$ cat src/rtl/fp_round_pkg.sv
// Shared types for the sequential FP rounder: rounding modes and FSM states.
package fp_round_pkg;

    typedef enum logic [1:0] {
        RM_RNE = 2'd0,
        RM_RTZ = 2'd1,
        RM_RUP = 2'd2,
        RM_RDN = 2'd3
    } rm_e;

    typedef enum logic [1:0] {
        S_IDLE  = 2'd0,
        S_ROUND = 2'd1,
        S_NORM  = 2'd2,
        S_DONE  = 2'd3
    } state_e;

endpackage

$ cat src/rtl/round_incr.sv
// Combinational round-up decision plus all-ones carry-out detect.
module round_incr
    import fp_round_pkg::*;
#(
    parameter int N = 11
) (
    input  logic [N-1:0] sig_i,
    input  logic [2:0]   grs_i,
    input  rm_e          rm_i,
    input  logic         sign_i,
    input  logic         special_i,
    output logic         inc_o,
    output logic         carry_o
);

    logic any_rem;
    logic inc_raw;

    assign any_rem = |grs_i;

    always_comb begin
        inc_raw = 1'b0;
        case (rm_i)
            RM_RNE:  inc_raw = grs_i[2] & (grs_i[1] | grs_i[0] | sig_i[0]);
            RM_RTZ:  inc_raw = 1'b0;
            RM_RUP:  inc_raw = ~sign_i & any_rem;
            RM_RDN:  inc_raw = sign_i & any_rem;
            default: inc_raw = 1'b0;
        endcase
    end

    // Inf/NaN operands are never rounded.
    assign inc_o   = inc_raw & ~special_i;
    assign carry_o = (&sig_i) & inc_o;

endmodule

$ cat src/rtl/fp_round_seq.sv
// Multi-cycle rounder: accept -> ROUND -> NORM -> DONE, one transaction in flight.
// Optional flag outputs enabled by defining FP_ROUND_FLAGS_EN.
module fp_round_seq
    import fp_round_pkg::*;
#(
    parameter int N = 11,
    parameter int E = 5
) (
    input  logic         clk,
    input  logic         rst,
    input  logic         in_valid,
    output logic         in_ready,
    input  logic         sign_in,
    input  logic [E-1:0] exp_in,
    input  logic [N-1:0] sig_in,
    input  logic [2:0]   grs_in,
    input  logic [1:0]   rm_in,
    output logic         out_valid,
    input  logic         out_ready,
    output logic         sign_out,
    output logic [E-1:0] exp_out,
    output logic [N-1:0] sig_out
`ifdef FP_ROUND_FLAGS_EN
    ,
    output logic         flag_inexact,
    output logic         flag_overflow
`endif
);

    state_e state_q, state_d;

    logic         sign_q;
    logic [E-1:0] exp_q;
    logic [N-1:0] sig_q;
    logic [2:0]   grs_q;
    rm_e          rm_q;
    logic [N:0]   sum_q;

    logic         special;
    logic         inc;
    logic         carry;
    logic         accept;

    always_ff @(posedge clk or posedge rst) begin
        if (rst) begin
            state_q <= S_IDLE;
        end else begin
            state_q <= state_d;
        end
    end

    always_comb begin
        state_d   = state_q;
        in_ready  = 1'b0;
        out_valid = 1'b0;
        case (state_q)
            S_IDLE: begin
                in_ready = 1'b1;
                if (in_valid) state_d = S_ROUND;
            end
            S_ROUND: state_d = S_NORM;
            S_NORM:  state_d = S_DONE;
            S_DONE: begin
                out_valid = 1'b1;
                if (out_ready) state_d = S_IDLE;
            end
            default: state_d = S_IDLE;
        endcase
    end

    assign accept  = (state_q == S_IDLE) && in_valid;
    assign special = (exp_q == {E{1'b1}});

    always_ff @(posedge clk or posedge rst) begin
        if (rst) begin
            sign_q <= 1'b0;
            exp_q  <= '0;
            sig_q  <= '0;
            grs_q  <= '0;
            rm_q   <= RM_RNE;
        end else if (accept) begin
            sign_q <= sign_in;
            exp_q  <= exp_in;
            sig_q  <= sig_in;
            grs_q  <= grs_in;
            rm_q   <= rm_e'(rm_in);
        end
    end

    round_incr #(.N(N)) u_round_incr (
        .sig_i     (sig_q),
        .grs_i     (grs_q),
        .rm_i      (rm_q),
        .sign_i    (sign_q),
        .special_i (special),
        .inc_o     (inc),
        .carry_o   (carry)
    );

    always_ff @(posedge clk or posedge rst) begin
        if (rst) begin
            sum_q <= '0;
        end else if (state_q == S_ROUND) begin
            sum_q <= {carry, sig_q + {{(N-1){1'b0}}, inc}};
        end
    end

    // Exponent bumps on all-ones carry-out, or when a subnormal rounds into the hidden bit.
    logic         bump;
    logic [E-1:0] exp_r;
    logic [N-1:0] sig_r;
    logic         ovf;
    logic         to_inf;
    logic [E-1:0] exp_d;
    logic [N-1:0] sig_d;

    assign bump   = sum_q[N] | ((exp_q == '0) & ~sig_q[N-1] & sum_q[N-1]);
    assign exp_r  = exp_q + {{(E-1){1'b0}}, bump};
    assign sig_r  = sum_q[N] ? {1'b1, {(N-1){1'b0}}} : sum_q[N-1:0];
    assign ovf    = ~special & (exp_r == {E{1'b1}});
    assign to_inf = (rm_q == RM_RNE) | ((rm_q == RM_RUP) & ~sign_q) | ((rm_q == RM_RDN) & sign_q);

    always_comb begin
        exp_d = exp_r;
        sig_d = sig_r;
        if (special) begin
            exp_d = exp_q;
            sig_d = sig_q;
        end else if (ovf) begin
            if (to_inf) begin
                exp_d = {E{1'b1}};
                sig_d = '0;
            end else begin
                exp_d = {{(E-1){1'b1}}, 1'b0};
                sig_d = {N{1'b1}};
            end
        end
    end

    logic         sign_out_q;
    logic [E-1:0] exp_out_q;
    logic [N-1:0] sig_out_q;

    always_ff @(posedge clk or posedge rst) begin
        if (rst) begin
            sign_out_q <= 1'b0;
            exp_out_q  <= '0;
            sig_out_q  <= '0;
        end else if (state_q == S_NORM) begin
            sign_out_q <= sign_q;
            exp_out_q  <= exp_d;
            sig_out_q  <= sig_d;
        end
    end

    assign sign_out = sign_out_q;
    assign exp_out  = exp_out_q;
    assign sig_out  = sig_out_q;

`ifdef FP_ROUND_FLAGS_EN
    logic inexact_q;
    logic overflow_q;

    always_ff @(posedge clk or posedge rst) begin
        if (rst) begin
            inexact_q  <= 1'b0;
            overflow_q <= 1'b0;
        end else if (state_q == S_NORM) begin
            inexact_q  <= ~special & (|grs_q);
            overflow_q <= ovf;
        end
    end

    assign flag_inexact  = inexact_q;
    assign flag_overflow = overflow_q;
`endif

endmodule

$ cat config.mk
export PLATFORM = sky130hd
export DESIGN_NAME = fp_round_seq
export DESIGN_NICKNAME = d
export VERILOG_FILES = /design/src/rtl/fp_round_pkg.sv /design/src/rtl/round_incr.sv /design/src/rtl/fp_round_seq.sv
export SDC_FILE = /design/constraint.sdc
export NUM_CORES = 1
export LEC_CHECK = 0
export CORE_UTILIZATION = 34
export CTS_CLUSTER_DIAMETER = 200
export CTS_CLUSTER_SIZE = 14
export DETAILED_ROUTE_END_ITERATION = 8
export HOLD_SLACK_MARGIN = 0.06
export PLACE_DENSITY = 0.53
export REMOVE_ABC_BUFFERS = 1
export SYNTH_ARGS = -nofsm -noshare
export SYNTH_HDL_FRONTEND = slang
export SYNTH_SLANG_ARGS = --single-unit
$ cat constraint.sdc
create_clock -name clk -period 2.4 [get_ports clk]
set_input_delay 0.48 -clock clk [delete_from_list [all_inputs] [get_ports clk]]
set_output_delay 0.48 -clock clk [all_outputs]
set_load 0.01 [all_outputs]
== Word level (Yosys, flattened, before mapping) ==
Cells that the tools add are included.
W data, S select, Z words.

* Bits in writable memories: 0
* Word-level logic and storage cells: 60
* Register bits: 53
* Latch bits: 0
* Input port bits: 26
* Memory bits (read-only): 0
* Output and inout bits: 19
* Memories kept: 0

* Shift-type cells: 0
* Bitwise gates (word level): 18
* Multipliers: 0
* $lt $le $gt $ge: 0
* Reductions and logical operators: 7
* Divide/modulo/power cells: 0
* Add/sub/neg operators: 2
* Eq/ne operators: 10
* Mux-type cells: 13

{| class="wikitable"
|+ Operator list
! kind !! count
|-
| $mux W11 || 4
|-
| $add A11 B1 Y11 || 1
|-
| $reduce_and A11 Y1 || 1
|-
| $and A1 B1 Y1 || 10
|-
| $eq A5 B5 Y1 const B || 2
|-
| $mux W5 || 2
|-
| $eq A2 B2 Y1 const B || 4
|-
| $pmux W2 S4 || 1
|-
| $add A5 B1 Y5 || 1
|-
| $logic_not A5 Y1 || 1
|-
| $or A1 B1 Y1 || 5
|-
| $eq A2 B1 Y1 const B || 2
|-
| $logic_not A2 Y1 || 2
|-
| $mux W2 || 2
|-
| $ne A2 B2 Y1 const B || 2
|-
| $pmux W1 S4 || 1
|-
| $mux W1 || 3
|-
| $not A1 Y1 || 3
|-
| $reduce_or A3 Y1 || 1
|-
| $reduce_and A2 Y1 || 1
|-
| $logic_and A1 B1 Y1 || 1
|}

== Depth between registers and ports, before layout ==
Gate-level depths: netlist (run 1).

* Depth in word-level cells: 9
* Gate-level depth with buffers: 11
* Mapped depth without buffers: 11

== Hierarchy ==
A second synthesis (run 1) with hierarchy kept.

* Cell total of the unflattened synthesis: 246
* Area total of the unflattened synthesis: 2678.8 sq um

{| class="wikitable"
|+ By module, submodules not included
! module !! seq. area each (sq um) !! times used !! area each (sq um) !! cells each
|-
| fp_round_seq || 1326.3 || 1 || 2572.5 || 232
|-
| round_incr || 0.0 || 1 || 106.4 || 14
|}

== Worst setup path after synthesis (run 1) ==
No wires, ideal clock.

* Kind: reg-to-reg
* Start point: register sum_q[11]
* End point: register sig_out_q[8] (netlist: sig_out[8])
* Slack: 171 ps
* Data arrival time: 2147 ps
* Path buffers: 2
* Required time: 2319 ps
* Library setup time: 81 ps
* Cell stages (with the launch flop): 11
* Clock period less this slack: 2229 ps
* Path through: dfrtp_1 -> inv_1 -> clkbuf_1 -> nand2_1 -> ha_1 -> ha_1 -> xnor2_1 -> nand4b_4 -> o41a_1 -> buf_6 -> a31oi_2

* Word-level cells in the longest chain between the ends: 6
* Elaborated cells on any way between the ends: 7
* Classes of those cells: 1 x add/sub; 1 x eq/ne; 3 x mux; 2 x bitwise

{| class="wikitable"
|+ Ends and longest elaborated chain
! what !! line !! source
|-
| start, declared || fp_round_seq.sv:37 || <nowiki>logic [N:0] sum_q;</nowiki>
|-
| start signal, assigned || fp_round_seq.sv:104 || <nowiki>sum_q <= {carry, sig_q + {{(N-1){1'b0}}, inc}};</nowiki>
|-
| $or A1 B1 Y1 || fp_round_seq.sv:117 || <nowiki>assign bump = sum_q[N] | ((exp_q == '0) & ~sig_q[N-1] & sum_q[N-1]);</nowiki>
|-
| $add A5 B1 Y5 || fp_round_seq.sv:118 || <nowiki>assign exp_r = exp_q + {{(E-1){1'b0}}, bump};</nowiki>
|-
| $eq A5 B5 Y1 || fp_round_seq.sv:120 || <nowiki>assign ovf = ~special & (exp_r == {E{1'b1}});</nowiki>
|-
| $and A1 B1 Y1 || fp_round_seq.sv:120 ||
|-
| $mux W11 * || fp_round_seq.sv:129 || <nowiki>end else if (ovf) begin</nowiki>
|-
| $mux W11 * || fp_round_seq.sv:126 || <nowiki>if (special) begin</nowiki>
|-
| end signal, assigned || fp_round_seq.sv:152 || <nowiki>sig_out_q <= sig_d;</nowiki>
|-
| end, declared || fp_round_seq.sv:142 || <nowiki>logic [N-1:0] sig_out_q;</nowiki>
|}

Mark *: on every way between the ends. The rest lies on a longest branch, timed or not.
A chain may end at the register's enable or synchronous reset.

== Worst setup path after layout (run 1) ==
* Start point: register exp_q[0]
* End point: register sig_out_q[9] (netlist: sig_out[9])

* Word-level cells in the longest chain between the ends: 9
* Elaborated cells on any way between the ends: 11
* Classes of those cells: 1 x add/sub; 2 x eq/ne; 2 x mux; 5 x bitwise; 1 x reduce/logical

{| class="wikitable"
|+ Ends and longest elaborated chain
! what !! line !! source
|-
| start, declared || fp_round_seq.sv:33 || <nowiki>logic [E-1:0] exp_q;</nowiki>
|-
| start signal, assigned || fp_round_seq.sv:83 || <nowiki>exp_q <= exp_in;</nowiki>
|-
| $logic_not A5 Y1 || fp_round_seq.sv:117 ||
|-
| $and A1 B1 Y1 (2 in series) || fp_round_seq.sv:117 ||
|-
| $or A1 B1 Y1 || fp_round_seq.sv:117 ||
|-
| $add A5 B1 Y5 || fp_round_seq.sv:118 ||
|-
| $eq A5 B5 Y1 || fp_round_seq.sv:120 ||
|-
| $and A1 B1 Y1 || fp_round_seq.sv:120 ||
|-
| $mux W11 || fp_round_seq.sv:129 ||
|-
| $mux W11 * || fp_round_seq.sv:126 ||
|}

Marked as above.

==> results of run 1 <==
==> cells in the mapped netlist (all sizes together) (5+ instances only) <==
library cell	number
a31oi	15
xor2	9
nor2	30
nand2	18
mux2	25
inv	6
nand3	7
a21oi	13
ha	9
buf	5
dfrtp	53
clkbuf	8
o2111ai	10
==> final timing paths <==
kind | endpoint | depth (start not counted) | slack (ns)
min | sig_q[2] | 2 | 0.49
max in group asynchronous | sig_out[5] | 3 | 1.37
min in group clk | sign_out | 1 | 0.51
min reg2reg | sign_out | 1 | 0.51
max | sig_out[9] | 10 | 0.17
max reg2reg | sig_out[9] | 10 | 0.17
==> state kept, by name, summed over array words and instances (netlist names) <==
signal	cells
exp_out	5
exp_q	5
grs_q	3
rm_q	2
sig_out	11
sig_q	11
sign_out	1
sign_q	1
state_q	2
sum_q	12
==> metal layers <==
layer,up-vias,global-route usage (%),share of wire (%)
met4,0,4.76,1.0
met3,4,3.29,2.9
met1,906,21.8,49
met2,35,25.5,47
li1,949,-,-
met5,-,0,0
==> cells by family after synthesis <==
kind of cell,share of synthesized area [%]
AOI/OAI and AO/OA,14.5
xor gates and xnor gates,4.03
adders and majority gates,4.31
buffers and inverters,3.12
DFF,50.8
muxes,10.8
and+or+nand+nor,12.5
==> layout make-up <==
class | instances | share of cell area, %
inverters | 6 | 0.663
clock buffers | 7 | 2.54
repair buffers | 61 | 17.2
flip-flops and latches | 53 | 39.0
well taps | 99 | 3.65
clock inverters | 1 | 0.884
multi-input cells | 161 | 36.0
==> power by group through the flow <==
stage,combinational (mW),clock [mW],sequential (mW)
final,2.05,0.631,1.73
after global routing,2.29,0.699,1.81
after CTS,2.00,0.656,1.73
after detailed placement,2.00,0,1.75
after global placement,1.98,0,1.74
after floorplan,1.19,0,1.72
==> what timing repair did <==
action	in CTS	in global routing
setup endpoints to repair	0	13
hold endpoints to repair	0	0
gates resized for setup	0	8
buffers inserted	0	3
==> critical path: cells and delay by family (launching register included) <==
kind	cells	cell delay (ns)
simple gates	4	0.61
fa+ha+maj	2	0.36
xor+xnor	1	0.08
flops	1	0.40
buf+inv	1	0.17
compound gates	2	0.53
==> per-stage QoR <==
stage / utilization (%) / total power, mW / setup TNS (ns)
floorplan: - / 2.91 / -0.691
global placement: 44.1 / 3.72 / 0
detailed placement: 44.1 / 3.75 / 0
CTS: 45.7 / 4.39 / 0
global route: 46.3 / 4.80 / 0
finish: 46.3 / 4.41 / 0
==> flow_summary.json, run 1 <==
{
  "die_h_um": 89.6,
  "area_delta_synth_final_pct": 30.2,
  "start_util_pct": 35.6,
  "netlist_instances": 233,
  "drt-initial-drc-count": 57,
  "yosysWarnings": 0,
  "crit_slowest_cell": "o41a_1",
  "h-tree-depth": 2,
  "cts_made_buffers": 5,
  "synthFlopType": "dfrtp_1",
  "synthTopCellsByArea": "dfrtp_1 51%, mux2_1 6.0%, a31oi_2 4.8%",
  "fill_cells": 695,
  "pwr-share-seq_pct": 39.3,
  "finalHoldViolations": 0,
  "gp_congestion": 0.790,
  "layout_common_cells": "53 x dfrtp_1, 44 x clkdlybuf4s50_1, 30 x nor2_1",
  "timing.slew.headroom_pct": 63.0,
  "r2r-start": "exp_q[0]",
  "clock_tree.buffer_depth": 2,
  "preCtsSetupSlack_ns": 0.106,
  "die_area_mm2": 0.00803,
  "clkPwrFrac_pct": 14.3,
  "multi_input_area_mm2": 0.00122,
  "coreArea_mm2": 0.00733,
  "combPwrFrac_pct": 46.4,
  "fin_crit_sh_pct": 93.0,
  "ys_seq_area_share_pct": 50.8,
  "yosysTopAreaCell": "dfrtp_1",
  "power_density_mw_per_mm2": 1300,
  "cts.hold.buffers_added": 0,
  "first_pass_iters": 4,
  "drive_above_1_share_pct": 18.3,
  "grt_pass1_wl_um": 9450,
  "dp_hpwl_um": 3930,
  "path_max_fanout": 4,
  "layout_commonest_cell": "dfrtp_1",
  "root_buffer": "clkbuf_8",
  "n_antenna_cell": 0,
  "synth_edf_count": 0,
  "clock.fmax_mhz": 448,
  "status": "finished clean",
  "wirelength_um": 5570,
  "leakage_nw": 1.38,
  "maxCapViolCount": 0,
  "cp_cell_sequence": "nor4_2 > nand3_1 > nand2_1 > ha_1 > ha_2 > xnor2_1 > nand4b_4 > o41a_1 > buf_4 > a31oi_1",
  "ioPinCount": 45,
  "syn_area_mm2": 0.00261,
  "rsz0062_at_grt": "false",
  "p_sw_share_pct": 36.7,
  "async_flop_share_pct": 100,
  "min-delay-path-class": "in -> async",
  "regArea_mm2": 0.00133,
  "crit_type": "reg -> reg",
  "max-vdd-ir-drop_uv": 420,
  "clk_latency_ns": 0.30,
  "netlist.area_leader.share_pct": 50.8,
  "grt_pass1_vias": 1863,
  "post_drt_wl_per_cell_um": 14.4,
  "via_count": 1894,
  "fin_area_mm2": 0.00340,
  "grtUsageTotal_pct": 15.9,
  "switchingPower_mw": 1.62,
  "cp-end-kind": "register",
  "nNetsFinal": 323,
  "placed_area_mm2": 0.00323,
  "ant_nets": 0,
  "grt_overflow": 0,
  "grt_max_degree": 35,
  "start_kind": "register",
  "path_clk_slew_ns": 0.10,
  "finalHoldWorstSlack_ns": 0.494,
  "fin_crit_ns": 2.23,
  "cts_tree": "yes",
  "worstPathArrival_ns": 2.46,
  "finalNonFillerCells": 388,
  "avgViaCountPerCell": 4.88,
  "worst_pin_slew_ns": 0.553,
  "antenna_found_initial": 0,
  "setup_slack_ns": 0.169,
  "rows": 31,
  "internal_power_mw": 2.79,
  "required_ns": 2.63,
  "clock_sinks": 53,
  "dieWidth_um": 89.6,
  "drv_slew": 0,
  "synth_seq_cells": 53,
  "setup_viol": 0,
  "critPathLaunch": "exp_q[0]",
  "fin_skew_ns": 0.0110,
  "avgSynthCellArea_um2": 11.2,
  "numPortBuffers": 44,
  "dp.cells": 377,
  "post-route-drc-count": 0,
  "ys_types": 33,
  "critPathMaxStageDelay_ns": 0.41
}
(Power assumes the default switching activity.)
==> inputs of run 2 (changes only) <==
CORE_ASPECT_RATIO = 1.25   (was unset)
==> flow_summary.json, run 2 (synthesis gave the netlist of run 1 again) <==
{
  "internal_power_mw": 2.64,
  "clkPwrFrac_pct": 11.7,
  "cts_tree": "yes",
  "clock_sinks": 53,
  "path_clk_slew_ns": 0.10,
  "timing.slew.headroom_pct": 63.9,
  "fin_crit_ns": 2.26,
  "via_count": 1950,
  "grt_overflow": 0,
  "max-vdd-ir-drop_uv": 402,
  "wl_met1_um": 2560,
  "switchingPower_mw": 1.63,
  "start_kind": "register",
  "grt_max_degree": 54,
  "crit_type": "reg -> reg",
  "top_register": "sum_q",
  "layout_common_cells": "53 x dfrtp_1, 44 x clkdlybuf4s50_1, 30 x nor2_1",
  "topRoutingLayerUsed": "met4",
  "avgViaCountPerCell": 5.16,
  "critPathMaxStageDelay_ns": 0.42,
  "nNetsFinal": 320,
  "grtUsageTotal_pct": 15.3,
  "layout_commonest_cell": "dfrtp_1",
  "dieWidth_um": 80.4,
  "status": "finished clean",
  "dp_hpwl_um": 3800,
  "die_area_mm2": 0.00803,
  "ant_nets": 0,
  "ioPinCount": 45,
  "area_delta_synth_final_pct": 27.9,
  "path_delay_family": "adder cells",
  "cp_cell_sequence": "and2_1 > ha_1 > inv_1 > o311ai_0 > a21oi_1 > ha_2 > ha_4 > and2_4 > nand4_1 > xor2_1 > a21oi_1",
  "worst_pin_slew_ns": 0.540,
  "leakage_nw": 1.34,
  "cp-end-kind": "register",
  "post-route-drc-count": 0,
  "required_ns": 2.64,
  "cts_made_buffers": 5,
  "h-tree-depth": 2,
  "combPwrFrac_pct": 47.4,
  "grt_pass1_wl_um": 9360,
  "crit_slowest_cell": "dfrtp_1",
  "met2_wirelength_um": 2760,
  "numPortBuffers": 44,
  "first_pass_iters": 4,
  "preCtsSetupSlack_ns": 0.0296,
  "tns_ns": 0,
  "root_buffer": "clkbuf_8",
  "path_max_fanout": 4,
  "min-delay-path-class": "in -> async",
  "largest_reg_flops": 12,
  "cp_num_buf_inv": 1,
  "start_util_pct": 35.3,
  "maxCapViolCount": 0,
  "drive_above_1_share_pct": 17.1,
  "gp_congestion": 0.788,
  "power_density_mw_per_mm2": 1280,
  "setup_viol": 0,
  "post_drt_wl_per_cell_um": 14.9,
  "clk_latency_ns": 0.31,
  "rows": 35,
  "grt_pass1_vias": 1923,
  "drt-initial-drc-count": 94,
  "n_antenna_cell": 0,
  "route.met3.wl_um": 172,
  "power_mw": 4.27,
  "final_util_pct": 45.1,
  "drv_slew": 0,
  "pwr-share-seq_pct": 40.9,
  "finalHoldWorstSlack_ns": 0.516,
  "clock_tree.buffer_depth": 2,
  "fin_skew_ns": 0.0157,
  "wirelength_um": 5650,
  "clock.fmax_mhz": 442,
  "path_common_cell": "a21oi_1",
  "finalHoldViolations": 0,
  "worstPathArrival_ns": 2.51,
  "setup_slack_ns": 0.138,
  "antenna_found_initial": 0,
  "rsz0062_at_grt": "false",
  "coreArea_mm2": 0.00740,
  "die_h_um": 100,
  "p_sw_share_pct": 38.3,
  "fin_crit_sh_pct": 94.3
}
==> run 2: changes by cell type in the layout (fill, tap and decap cells not counted), sizes merged <==
cell / change
buf: -3
clkinvlp: +1
bufinv: -1
==> run 2: layer usage <==
metal / vias to the layer above / global-route usage, %
met5: - / 0
met4: 0 / 7.97
met3: 11 / 2.36
met2: 40 / 24.8
met1: 958 / 19.4
li1: 941 / -
==> run 2: final timing paths <==
kind	cells past startpoint	slack, ns	from	end
min in group clk	1	0.53	sign_out	sign_out
setup reg to reg	11	0.14	rm_q[0]	sum_q[10]
hold reg to reg	1	0.53	sign_out	sign_out
hold / removal	3	0.52	rst	sig_q[10]
max in group asynchronous	3	1.60	rst	sig_out[7]
setup / recovery	11	0.14	rm_q[0]	sum_q[10]
==> run 2: per-stage QoR <==
stage,area [µm²],std cells
after floorplan,2550,220
final,3340,378
after global routing,3340,378
after global placement,3200,367
after detailed placement,3200,367
after CTS,3290,376
==> run 2: cell type report <==
type / instances / area, µm²
Clock buffer: 7 / 76.3
Fill cell: 720 / 4060
Clock inverter: 1 / 7.51
Tap cell: 92 / 115
Timing Repair Buffer: 58 / 562
Multi-Input combinational cell: 161 / 1230
Inverter: 6 / 22.5
Sequential cell: 53 / 1330
==> run 2: tightest hold or removal path: stages <==
cell and delay [ns]:
clkdlybuf4s50_1 0.42, inv_2 0.07, buf_12 0.26
==> run 2: repair_timing <==
item                       in CTS  in global routing
resized for setup               0                 10
pin swaps                       1                  4
gates cloned                    0                  1
hold buffers                    0                  0
setup buffers                   1                  1
setup endpoints to repair       1                 12
==> run 2: power by group through the flow <==
stage / clock [mW] / combinational (mW) / sequential, mW
floorplan: 0 / 1.19 / 1.72
global placement: 0 / 1.93 / 1.75
detailed placement: 0 / 1.95 / 1.76
CTS: 0.521 / 1.98 / 1.74
global route: 0.544 / 2.27 / 1.82
finish: 0.499 / 2.03 / 1.75
==> inputs of run 3 (changes only) <==
SKIP_CTS_REPAIR_TIMING = 1   (was unset)
clock period = 2.7 ns   (was 2.4 ns; I/O delays follow)
==> flow_summary.json, run 3 (synthesis gave the netlist of run 1 again) <==
{
  "drive_above_1_share_pct": 14.3,
  "reg2reg_slack_ns": 0.27,
  "post-route-drc-count": 0,
  "clock_tree.buffer_depth": 2,
  "antenna_found_initial": 0,
  "worstPathArrival_ns": 2.66,
  "internal_power_mw": 2.45,
  "via_count": 1898,
  "grtUsageTotal_pct": 15.2,
  "timing.slew.headroom_pct": 63.2,
  "post_drt_wl_per_cell_um": 14.4,
  "die_area_mm2": 0.00803,
  "power_density_mw_per_mm2": 1160,
  "power_mw": 3.85,
  "cts_tree": "yes",
  "coreArea_mm2": 0.00740,
  "gp_congestion": 0.754,
  "fill_cells": 732,
  "drt-initial-drc-count": 100,
  "worst_pin_slew_ns": 0.551,
  "switchingPower_mw": 1.41,
  "cts_made_buffers": 5,
  "clock.fmax_mhz": 412,
  "crit_type": "reg -> reg",
  "nNetsFinal": 314,
  "clock_sinks": 53,
  "status": "finished clean",
  "pwr-share-seq_pct": 40.4,
  "h-tree-depth": 2,
  "grt_pass1_vias": 1871,
  "drv_slew": 0,
  "grt_overflow": 0,
  "combPwrFrac_pct": 42.9,
  "area_delta_synth_final_pct": 27.1,
  "start_util_pct": 35.3,
  "path_clk_slew_ns": 0.10,
  "wirelength_um": 5360,
  "rows": 35,
  "p_sw_share_pct": 36.5,
  "dieWidth_um": 80.4,
  "clkPwrFrac_pct": 16.7,
  "root_buffer": "clkbuf_8",
  "min-delay-path-class": "reg -> reg",
  "layout_common_cells": "53 x dfrtp_1, 44 x clkdlybuf4s50_1, 30 x nor2_1",
  "layout_commonest_cell": "dfrtp_1",
  "ioPinCount": 45,
  "largest_reg_flops": 12,
  "n_antenna_cell": 0,
  "fin_crit_ns": 2.43,
  "tns_ns": 0,
  "clk_latency_ns": 0.31,
  "cp-end-kind": "register",
  "top_register": "sum_q",
  "ant_nets": 0,
  "finalHoldViolations": 0,
  "dp_hpwl_um": 3760,
  "maxCapViolCount": 0,
  "first_pass_iters": 4,
  "leakage_nw": 1.35,
  "avgViaCountPerCell": 5.10,
  "start_kind": "register",
  "max-vdd-ir-drop_uv": 408,
  "grt_pass1_wl_um": 9340,
  "path_max_fanout": 11,
  "fin_skew_ns": 0.0124,
  "grt_max_degree": 54,
  "numPortBuffers": 44,
  "rsz0062_at_grt": "false",
  "required_ns": 2.93,
  "die_h_um": 100,
  "fin_crit_sh_pct": 89.8,
  "setup_viol": 0
}
==> run 3: cell types whose count changed in the layout (fill, tap and decap cells not counted), sizes merged <==
cell      change
clkinvlp      -1
buf           -6
inv           +1
clkbuf        -2
bufinv        +2
==> run 3: power groups by stage <==
stage	registers [mW]	logic [mW]	clock network, mW
after floorplan	1.53	1.06	0
after detailed placement	1.58	1.68	0
after global routing	1.63	1.86	0.693
final	1.56	1.65	0.643
after CTS	1.56	1.68	0.671
after global placement	1.57	1.66	0
==> run 3: routing by layer <==
layer / vias up / GRT usage, % / wire (µm)
li1: 931 / - / -
met1: 931 / 19.7 / 2500
met2: 28 / 24.7 / 2630
met3: 8 / 2.45 / 107
met4: 0 / 7.01 / 116
met5: - / 0 / 0
==> run 3: cell type report <==
type | count | area, µm² | share of cell area, %
clock buffer | 5 | 68.8 | 2.07
multi-input combinational | 161 | 1200 | 36.3
tap | 92 | 115 | 3.47
timing repair buffer | 52 | 513 | 15.5
sequential | 53 | 1330 | 40.0
inverter | 6 | 22.5 | 0.679
clock inverter | 3 | 68.8 | 2.07
==> run 3: final timing paths <==
check                      depth (start not counted)          to     start
hold / removal                                     1    sum_q[1]  sum_q[1]
hold reg to reg                                    1    sum_q[1]  sum_q[1]
setup reg to reg                                   9  sig_out[5]  exp_q[1]
max in group asynchronous                          3    sum_q[0]       rst
min in group asynchronous                          3   sig_q[10]       rst
setup / recovery                                   9  sig_out[5]  exp_q[1]
==> run 3: through the flow <==
| stage | setup slack, ns | hold WS (ns) | instances | instance area [µm²] | utilization [%] |
|---|---|---|---|---|---|
| after global routing | 0.0996 | 0.555 | 372 | 3320 | 44.8 |
| after floorplan | 0.237 | 0.481 | 220 | 2550 | - |
| after global placement | 0.267 | 0.503 | 364 | 3180 | 43.0 |
| after CTS | 0.140 | 0.532 | 372 | 3320 | 44.8 |
| final | 0.274 | 0.527 | 372 | 3320 | 44.8 |
| after detailed placement | 0.163 | 0.509 | 364 | 3180 | 43.0 |
==> run 3: critical path, stage by stage (launching register included) <==
cell	delay, ns
dfrtp_1	0.43
nor4_1	0.31
nand3_1	0.11
nand2_1	0.08
ha_1	0.16
ha_1	0.19
xnor2_1	0.09
nand4b_4	0.17
o41a_2	0.62
a31oi_2	0.18
